### src/rtl/shift_rows_pipe.sv
// Pipelined Rijndael ShiftRows / InvShiftRows for NB = 4, 6 or 8 columns, STAGES register stages.
// Optional per-beat bypass (in_byp / out_byp) is enabled by defining SHIFT_ROWS_BYPASS_EN.
module shift_rows_pipe #(
  parameter int NB     = 4,
  parameter int STAGES = 1
) (
  input  logic             clk,
  input  logic             rst_n,
  input  logic             in_valid,
  output logic             in_ready,
  input  logic             in_inv,
  input  logic [32*NB-1:0] in_data,
  output logic             out_valid,
  input  logic             out_ready,
  output logic [32*NB-1:0] out_data,
  output logic             out_inv
`ifdef SHIFT_ROWS_BYPASS_EN
  ,
  input  logic             in_byp,
  output logic             out_byp
`endif
);
  localparam int W = 32 * NB;

  if (!(NB == 4 || NB == 6 || NB == 8)) begin : g_bad_nb
    $error("shift_rows_pipe: NB must be 4, 6 or 8");
  end
  if (STAGES < 1 || STAGES > 4) begin : g_bad_stages
    $error("shift_rows_pipe: STAGES must be in 1..4");
  end

  // Rijndael row offsets; the wide block uses a larger spread for rows 2 and 3.
  function automatic int row_shift(input int r);
    case (r)
      0:       return 0;
      1:       return 1;
      2:       return (NB == 8) ? 3 : 2;
      3:       return (NB == 8) ? 4 : 3;
      default: return 0;
    endcase
  endfunction

  function automatic logic [W-1:0] permute(input logic [W-1:0] d, input logic inv);
    logic [W-1:0] o;
    int           src_f;
    int           src_i;
    o = '0;
    for (int r = 0; r < 4; r++) begin
      for (int c = 0; c < NB; c++) begin
        src_f = (c + row_shift(r)) % NB;
        src_i = (c - row_shift(r) + NB) % NB;
        o[W-1-32*c-8*r -: 8] = inv ? d[W-1-32*src_i-8*r -: 8] : d[W-1-32*src_f-8*r -: 8];
      end
    end
    return o;
  endfunction

  logic [STAGES-1:0]        v_q;
  logic [STAGES-1:0]        v_d;
  logic [STAGES-1:0]        inv_q;
  logic [STAGES-1:0]        inv_d;
  logic [STAGES-1:0][W-1:0] data_q;
  logic [STAGES-1:0][W-1:0] data_d;
  logic [STAGES-1:0]        load_s;
  logic [STAGES-1:0]        src_v_s;
  logic [STAGES-1:0]        src_inv_s;
  logic [STAGES-1:0][W-1:0] src_data_s;
  logic [W-1:0]             stage_in_s;

`ifdef SHIFT_ROWS_BYPASS_EN
  assign stage_in_s = in_byp ? in_data : permute(in_data, in_inv);
`else
  assign stage_in_s = permute(in_data, in_inv);
`endif

  assign src_v_s[0]    = in_valid;
  assign src_inv_s[0]  = in_inv;
  assign src_data_s[0] = stage_in_s;
  for (genvar k = 1; k < STAGES; k++) begin : g_link
    assign src_v_s[k]    = v_q[k-1];
    assign src_inv_s[k]  = inv_q[k-1];
    assign src_data_s[k] = data_q[k-1];
  end

  // Ready chain from the tail: a stage loads when empty or when the stage after it loads.
  always_comb begin
    logic acc;
    acc    = out_ready;
    load_s = {STAGES{1'b0}};
    for (int k = STAGES - 1; k >= 0; k--) begin
      acc       = ~v_q[k] | acc;
      load_s[k] = acc;
    end
  end

  assign in_ready = load_s[0];

  // Next-state: payload changes only when a valid beat actually moves in.
  always_comb begin
    v_d    = v_q;
    inv_d  = inv_q;
    data_d = data_q;
    for (int k = 0; k < STAGES; k++) begin
      if (load_s[k] && src_v_s[k]) begin
        v_d[k]    = 1'b1;
        inv_d[k]  = src_inv_s[k];
        data_d[k] = src_data_s[k];
      end else if (load_s[k]) begin
        v_d[k] = 1'b0;
      end else begin
        v_d[k] = v_q[k];
      end
    end
  end

  // Stage registers.
  always_ff @(posedge clk or negedge rst_n) begin
    if (!rst_n) begin
      v_q    <= {STAGES{1'b0}};
      inv_q  <= {STAGES{1'b0}};
      data_q <= '0;
    end else begin
      v_q    <= v_d;
      inv_q  <= inv_d;
      data_q <= data_d;
    end
  end

  assign out_valid = v_q[STAGES-1];
  assign out_inv   = inv_q[STAGES-1];
  assign out_data  = data_q[STAGES-1];

`ifdef SHIFT_ROWS_BYPASS_EN
  logic [STAGES-1:0] byp_q;
  logic [STAGES-1:0] byp_d;
  logic [STAGES-1:0] src_byp_s;

  assign src_byp_s[0] = in_byp;
  for (genvar k = 1; k < STAGES; k++) begin : g_byp_link
    assign src_byp_s[k] = byp_q[k-1];
  end

  // Bypass flag travels with its beat exactly like the direction flag.
  always_comb begin
    byp_d = byp_q;
    for (int k = 0; k < STAGES; k++) begin
      if (load_s[k] && src_v_s[k]) begin
        byp_d[k] = src_byp_s[k];
      end else begin
        byp_d[k] = byp_q[k];
      end
    end
  end

  // Bypass flag registers.
  always_ff @(posedge clk or negedge rst_n) begin
    if (!rst_n) begin
      byp_q <= {STAGES{1'b0}};
    end else begin
      byp_q <= byp_d;
    end
  end

  assign out_byp = byp_q[STAGES-1];
`endif

endmodule

### config.mk
export PLATFORM = sky130hd
export DESIGN_NAME = shift_rows_pipe
export DESIGN_NICKNAME = d
export VERILOG_FILES = /design/src/rtl/shift_rows_pipe.sv
export SDC_FILE = /design/constraint.sdc
export NUM_CORES = 1
export LEC_CHECK = 0
export CORE_ASPECT_RATIO = 2
export CORE_MARGIN = 4
export CORE_UTILIZATION = 45
export CTS_CLUSTER_SIZE = 10
export DETAILED_ROUTE_END_ITERATION = 8
export PLACE_DENSITY = 0.95
export SLEW_MARGIN = 20
export SYNTH_ARGS = -nofsm -noshare
export SYNTH_HDL_FRONTEND = slang
export SYNTH_SLANG_ARGS = --single-unit
### constraint.sdc
create_clock -name clk -period 2 [get_ports clk]
set_input_delay 0.3 -clock clk [delete_from_list [all_inputs] [get_ports clk]]
set_output_delay 0.3 -clock clk [all_outputs]
set_load 0.01 [all_outputs]
# Word-level counts from Yosys, hierarchy flattened
# Cells that the tools add are included.
classes:
  muxes: 10
  n_bitwise: 2
  n_reduce_logical: 2
op_table:
  columns: ["operator", "count"]
  rows:
  - ["8-bit 2-to-1 mux", 8]
  - ["1-bit 2-to-1 mux", 2]
  - ["2-bit nonzero test", 1]
  - ["1-bit logical AND", 1]
  - ["1-bit NOT", 1]
  - ["1-bit bitwise OR", 1]
totals:
  register_bits: 130
  inputBits: 133
  out_inout_bits: 131
  wordCells: 17

# Logic depth before layout (Yosys ltp)
logic_depth:
  depth_word: 4
  mapped_depth: 6
  mapped_depth_nobuf: 3

# Worst setup path after synthesis
# No wires, ideal clock.
synth_path:
  kind: "register -> register"
  startpoint: "register v_q (netlist: out_valid)"
  endpoint: "register data_q (netlist bit out_data[104])"
  setup_ns: 0.125
  t_arrival_ns: 1.253
  t_required_ns: 1.875
  setup_slack_ns: 0.622
  path_stages_with_launch: 7
  n_path_buf: 3
  period_less_slack_ns: 1.378
  cell_sequence: "dfrtp_1 > nand2b_1 > buf_2 > nand2_1 > buf_6 > buf_8 > mux2_4"
synth_between:
  elab_chain_cells: 3
synth_lines:
  columns: ["item", "line", "text"]
  rows:
  - ["start: declaration", "58", "logic [STAGES-1:0] v_q;"]
  - ["start signal: assignment", "119", "v_q <= {STAGES{1'b0}};"]
  - ["start signal: assignment", "123", "v_q <= v_d;"]
  - ["1-bit NOT", "91", "acc = ~v_q[k] | acc;"]
  - ["1-bit bitwise OR", "91", null]
  - ["1-bit logical AND", "104", "if (load_s[k] && src_v_s[k]) begin"]
  - ["end signal: assignment", "125", "data_q <= data_d;"]
  - ["end: declaration", "62", "logic [STAGES-1:0][W-1:0] data_q;"]
# Every way passes these cells.
# A chain may end at the register's enable or synchronous reset.

# Worst setup path in the final report
layout_path:
  startpoint: "input port out_ready"
  endpoint: "output port in_ready"
layout_between:
  elab_chain_cells: 1
layout_lines:
  columns: ["item", "line", "text"]
  rows:
  - ["start: declaration", "14", "input logic out_ready,"]
  - ["1-bit bitwise OR", "91", null]
  - ["end: declaration", "10", "output logic in_ready,"]
# Every way passes these cells.

==> metrics <==
outcome=finished, final reports clean; Final Max Tran Viols=0; cts bufs inserted=17; synth top area cells=dfrtp_1, mux2_4, mux2i_1; area share of xor/xnor cells in the synthesized design=0%; Synth area leader=dfrtp_1; synthesis-to-layout area growth=57.5%; Final Critical Period=1.87 ns; CP Class=input port to output pin; Slew HR=58.2%; Post-synth top cells=dfrtp_1, a21oi_1, a31oi_1, mux2i_1, mux2_4; final setup fails=0; Most Crowded Layer GR=met2; grt met2 use=41.2%; Initial Utilization=46.0%; Hold/Removal Path Class=input port to async pin; Tcrit/Tclk final=93.7%; Net Sw Frac=27.1%; TNS Setup=0 ns; WP data required=1.70 ns; complex-gate fraction of the synthesized area=12.4%; Top cell by count, worst path=clkdlybuf4s50_1; Post-Syn Nets=566; Lkg Pwr=3.97 nW; post-CTS sizing=0; Critical Path Fanout Max=5; Worst-path clk slew=0.06 ns; vias per inst=5.48; root buffer cell=clkbuf_16; hold_buf cts=1; first-pass GRT wire length=26000 um; Worst EP arrival=1.57 ns; layout cell share with drive strength beyond 1=16.4%; multiplexer area fraction after synthesis=26.9%; Clock Path Buffers=2; Syn Area/Cell=13.4 um^2; CP cell instances=clkdlybuf4s50_1, nand2b_4, clkdlybuf4s50_1; pin count of the biggest net entering global routing=130; simple-gate area share of the yosys netlist=0.280%; Global Route met3 Usage=5.46%; layout net count=820; CTS tree=built; maxcap violations=0; count leader, synth=dfrtp_1; Max H-tree Level=4; Synth cell types=14; GR Util met1=24.2%; grt ovf=0; Die Wd=88.3 um; CP max stage delay=0.61 ns; slew of the pin with the lowest slew margin=0.627 ns; Fillers=872; Top delay family on crit path=buffers and inverters; TritonCTS sink count=130; Worst setup EP type=output pin; vias in the first global route=4935; Skew-Pair Late Insertion Delay=0.40 ns; DRC violations left=0; Core Rows=58; Post-synth EDFFs=0; cell-internal power=0.00611 W; number of synthesized register bits=130; Post-CTS Setup Bufs=0; First-pass DRT Iterations=4; First DRT Iteration DRCs=166; Clk pwr share=35.1%; final WL=17100 um; RSZ-0062 raised after global routing=no; # port buffers=263; largest family of logic cells by synthesized area=multiplexers; Buf/Inv on CP=2; gr usage total=22.8%; Post-Syn Instances=433; Startpoint Class=input port; Top FF cell, synth=dfrtp_1; Max stage delay cell, worst path=clkdlybuf4s50_1; Yosys top cell area share=56.1%; adder-cell share of the synthesized area=0%; n_diodes=0; Max IR drop VDD=0.734 mV; Ports=264; achievable frequency=534 MHz; Fin. Hold Viols=0; Routed Antenna Nets=0; core area=12600 um^2; HPWL after DPL=12800 um; sequential fraction of the synthesis area=56.1%; Setup Skew=0.00774 ns; Syn. warnings=0; wire length per cell=20.1 um; antenna violations before repair=0; ys async rst share=100%; GP Congestion=0.812; Die ar.=14900 um^2; hold_ws=0.242 ns; sw power=0.00227 W; Gate power share=26.2%; netlist area before placement=5800 um^2; Die Y=169 um; Vias=4657; pwr dens=917 nW/um^2; register share of total power=38.7%
[per-layer routing]
metal / vias up / share of wire (%)
li1: 2125 / -
met1: 2282 / 34
met2: 213 / 55
met3: 37 / 6.9
met4: 0 / 3.7
met5: - / 0
[flip-flops by register name (all words and copies together) (netlist names)]
name       flops
out_data     128
out_inv        1
out_valid      1
[metrics by stage]
step | area (um^2) | std cells | utilization, % | power [W] | setup slack [ns]
floorplan | 5800 | 433 | - | 0.00415 | 0.622
global placement | 8560 | 817 | 67.8 | 0.00539 | 0.113
detailed placement | 8560 | 817 | 67.8 | 0.00549 | 0.107
CTS | 9140 | 850 | 72.4 | 0.00847 | 0.0952
global route | 9140 | 850 | 72.4 | 0.00875 | 0.0924
finish | 9140 | 850 | 72.4 | 0.00838 | 0.127
[worst paths after layout]
| path | endpoint | slack, ns | start | depth (start not counted) |
|---|---|---|---|---|
| worst max-delay path | in_ready | 0.13 | out_ready | 3 |
| min in group clk | out_data[77] | 0.40 | in_valid | 3 |
| worst min register to register | out_data[11] | 0.50 | out_data[11] | 1 |
| worst min-delay path | out_data[40] | 0.24 | rst_n | 2 |
| max in group asynchronous | out_data[23] | 0.97 | rst_n | 3 |
| worst max register to register | out_data[34] | 0.50 | out_valid | 4 |
[cell type report]
class	instances	area [um^2]	share of cell area (%)
sequential	130	3250	35.6
clock buffer	19	443	4.84
tap	150	188	2.05
clock inverter	13	128	1.40
multi-input combinational	260	2310	25.3
timing repair buffer	278	2820	30.8
[kinds of logic after synthesis]
group / Yosys count
flip-flops: 130
multiplexers: 129
AO/OA/AOI/OAI: 128
buffers and inverters: 43
AND/OR/NAND/NOR: 3
[layout by cell type, fill, tap and decap left out]
| cell | netlist | routed |
|---|---|---|
| clkdlybuf4s50_1 | 0 | 260 |
| dfrtp_1 | 130 | 130 |
| mux2i_1 | 64 | 64 |
| a21oi_1 | 64 | 64 |
| a31oi_1 | 64 | 64 |
| mux2_4 | 50 | 50 |
| clkbuf_16 | 0 | 17 |
| mux2_2 | 15 | 15 |
| buf_4 | 2 | 10 |
| buf_12 | 0 | 6 |
| clkinv_4 | 0 | 4 |
| inv_6 | 0 | 4 |
| clkinvlp_4 | 0 | 3 |
| nand2b_4 | 0 | 1 |
| nand2_4 | 0 | 1 |
| nand2b_1 | 2 | 1 |
| bufinv_16 | 0 | 1 |
| clkbuf_8 | 0 | 1 |
| clkinv_2 | 0 | 1 |
| clkbuf_1 | 16 | 1 |
| dlygate4sd3_1 | 0 | 1 |
| buf_6 | 1 | 1 |
[power groups by stage]
stage	combinational, W	clock [W]	sequential [W]
finish	0.00220	0.00294	0.00325
detailed placement	0.00220	0	0.00329
global placement	0.00213	0	0.00325
global route	0.00233	0.00313	0.00329
floorplan	0.000707	0	0.00344
CTS	0.00222	0.00301	0.00325
Note: power is estimated with default switching activity, not from simulation.
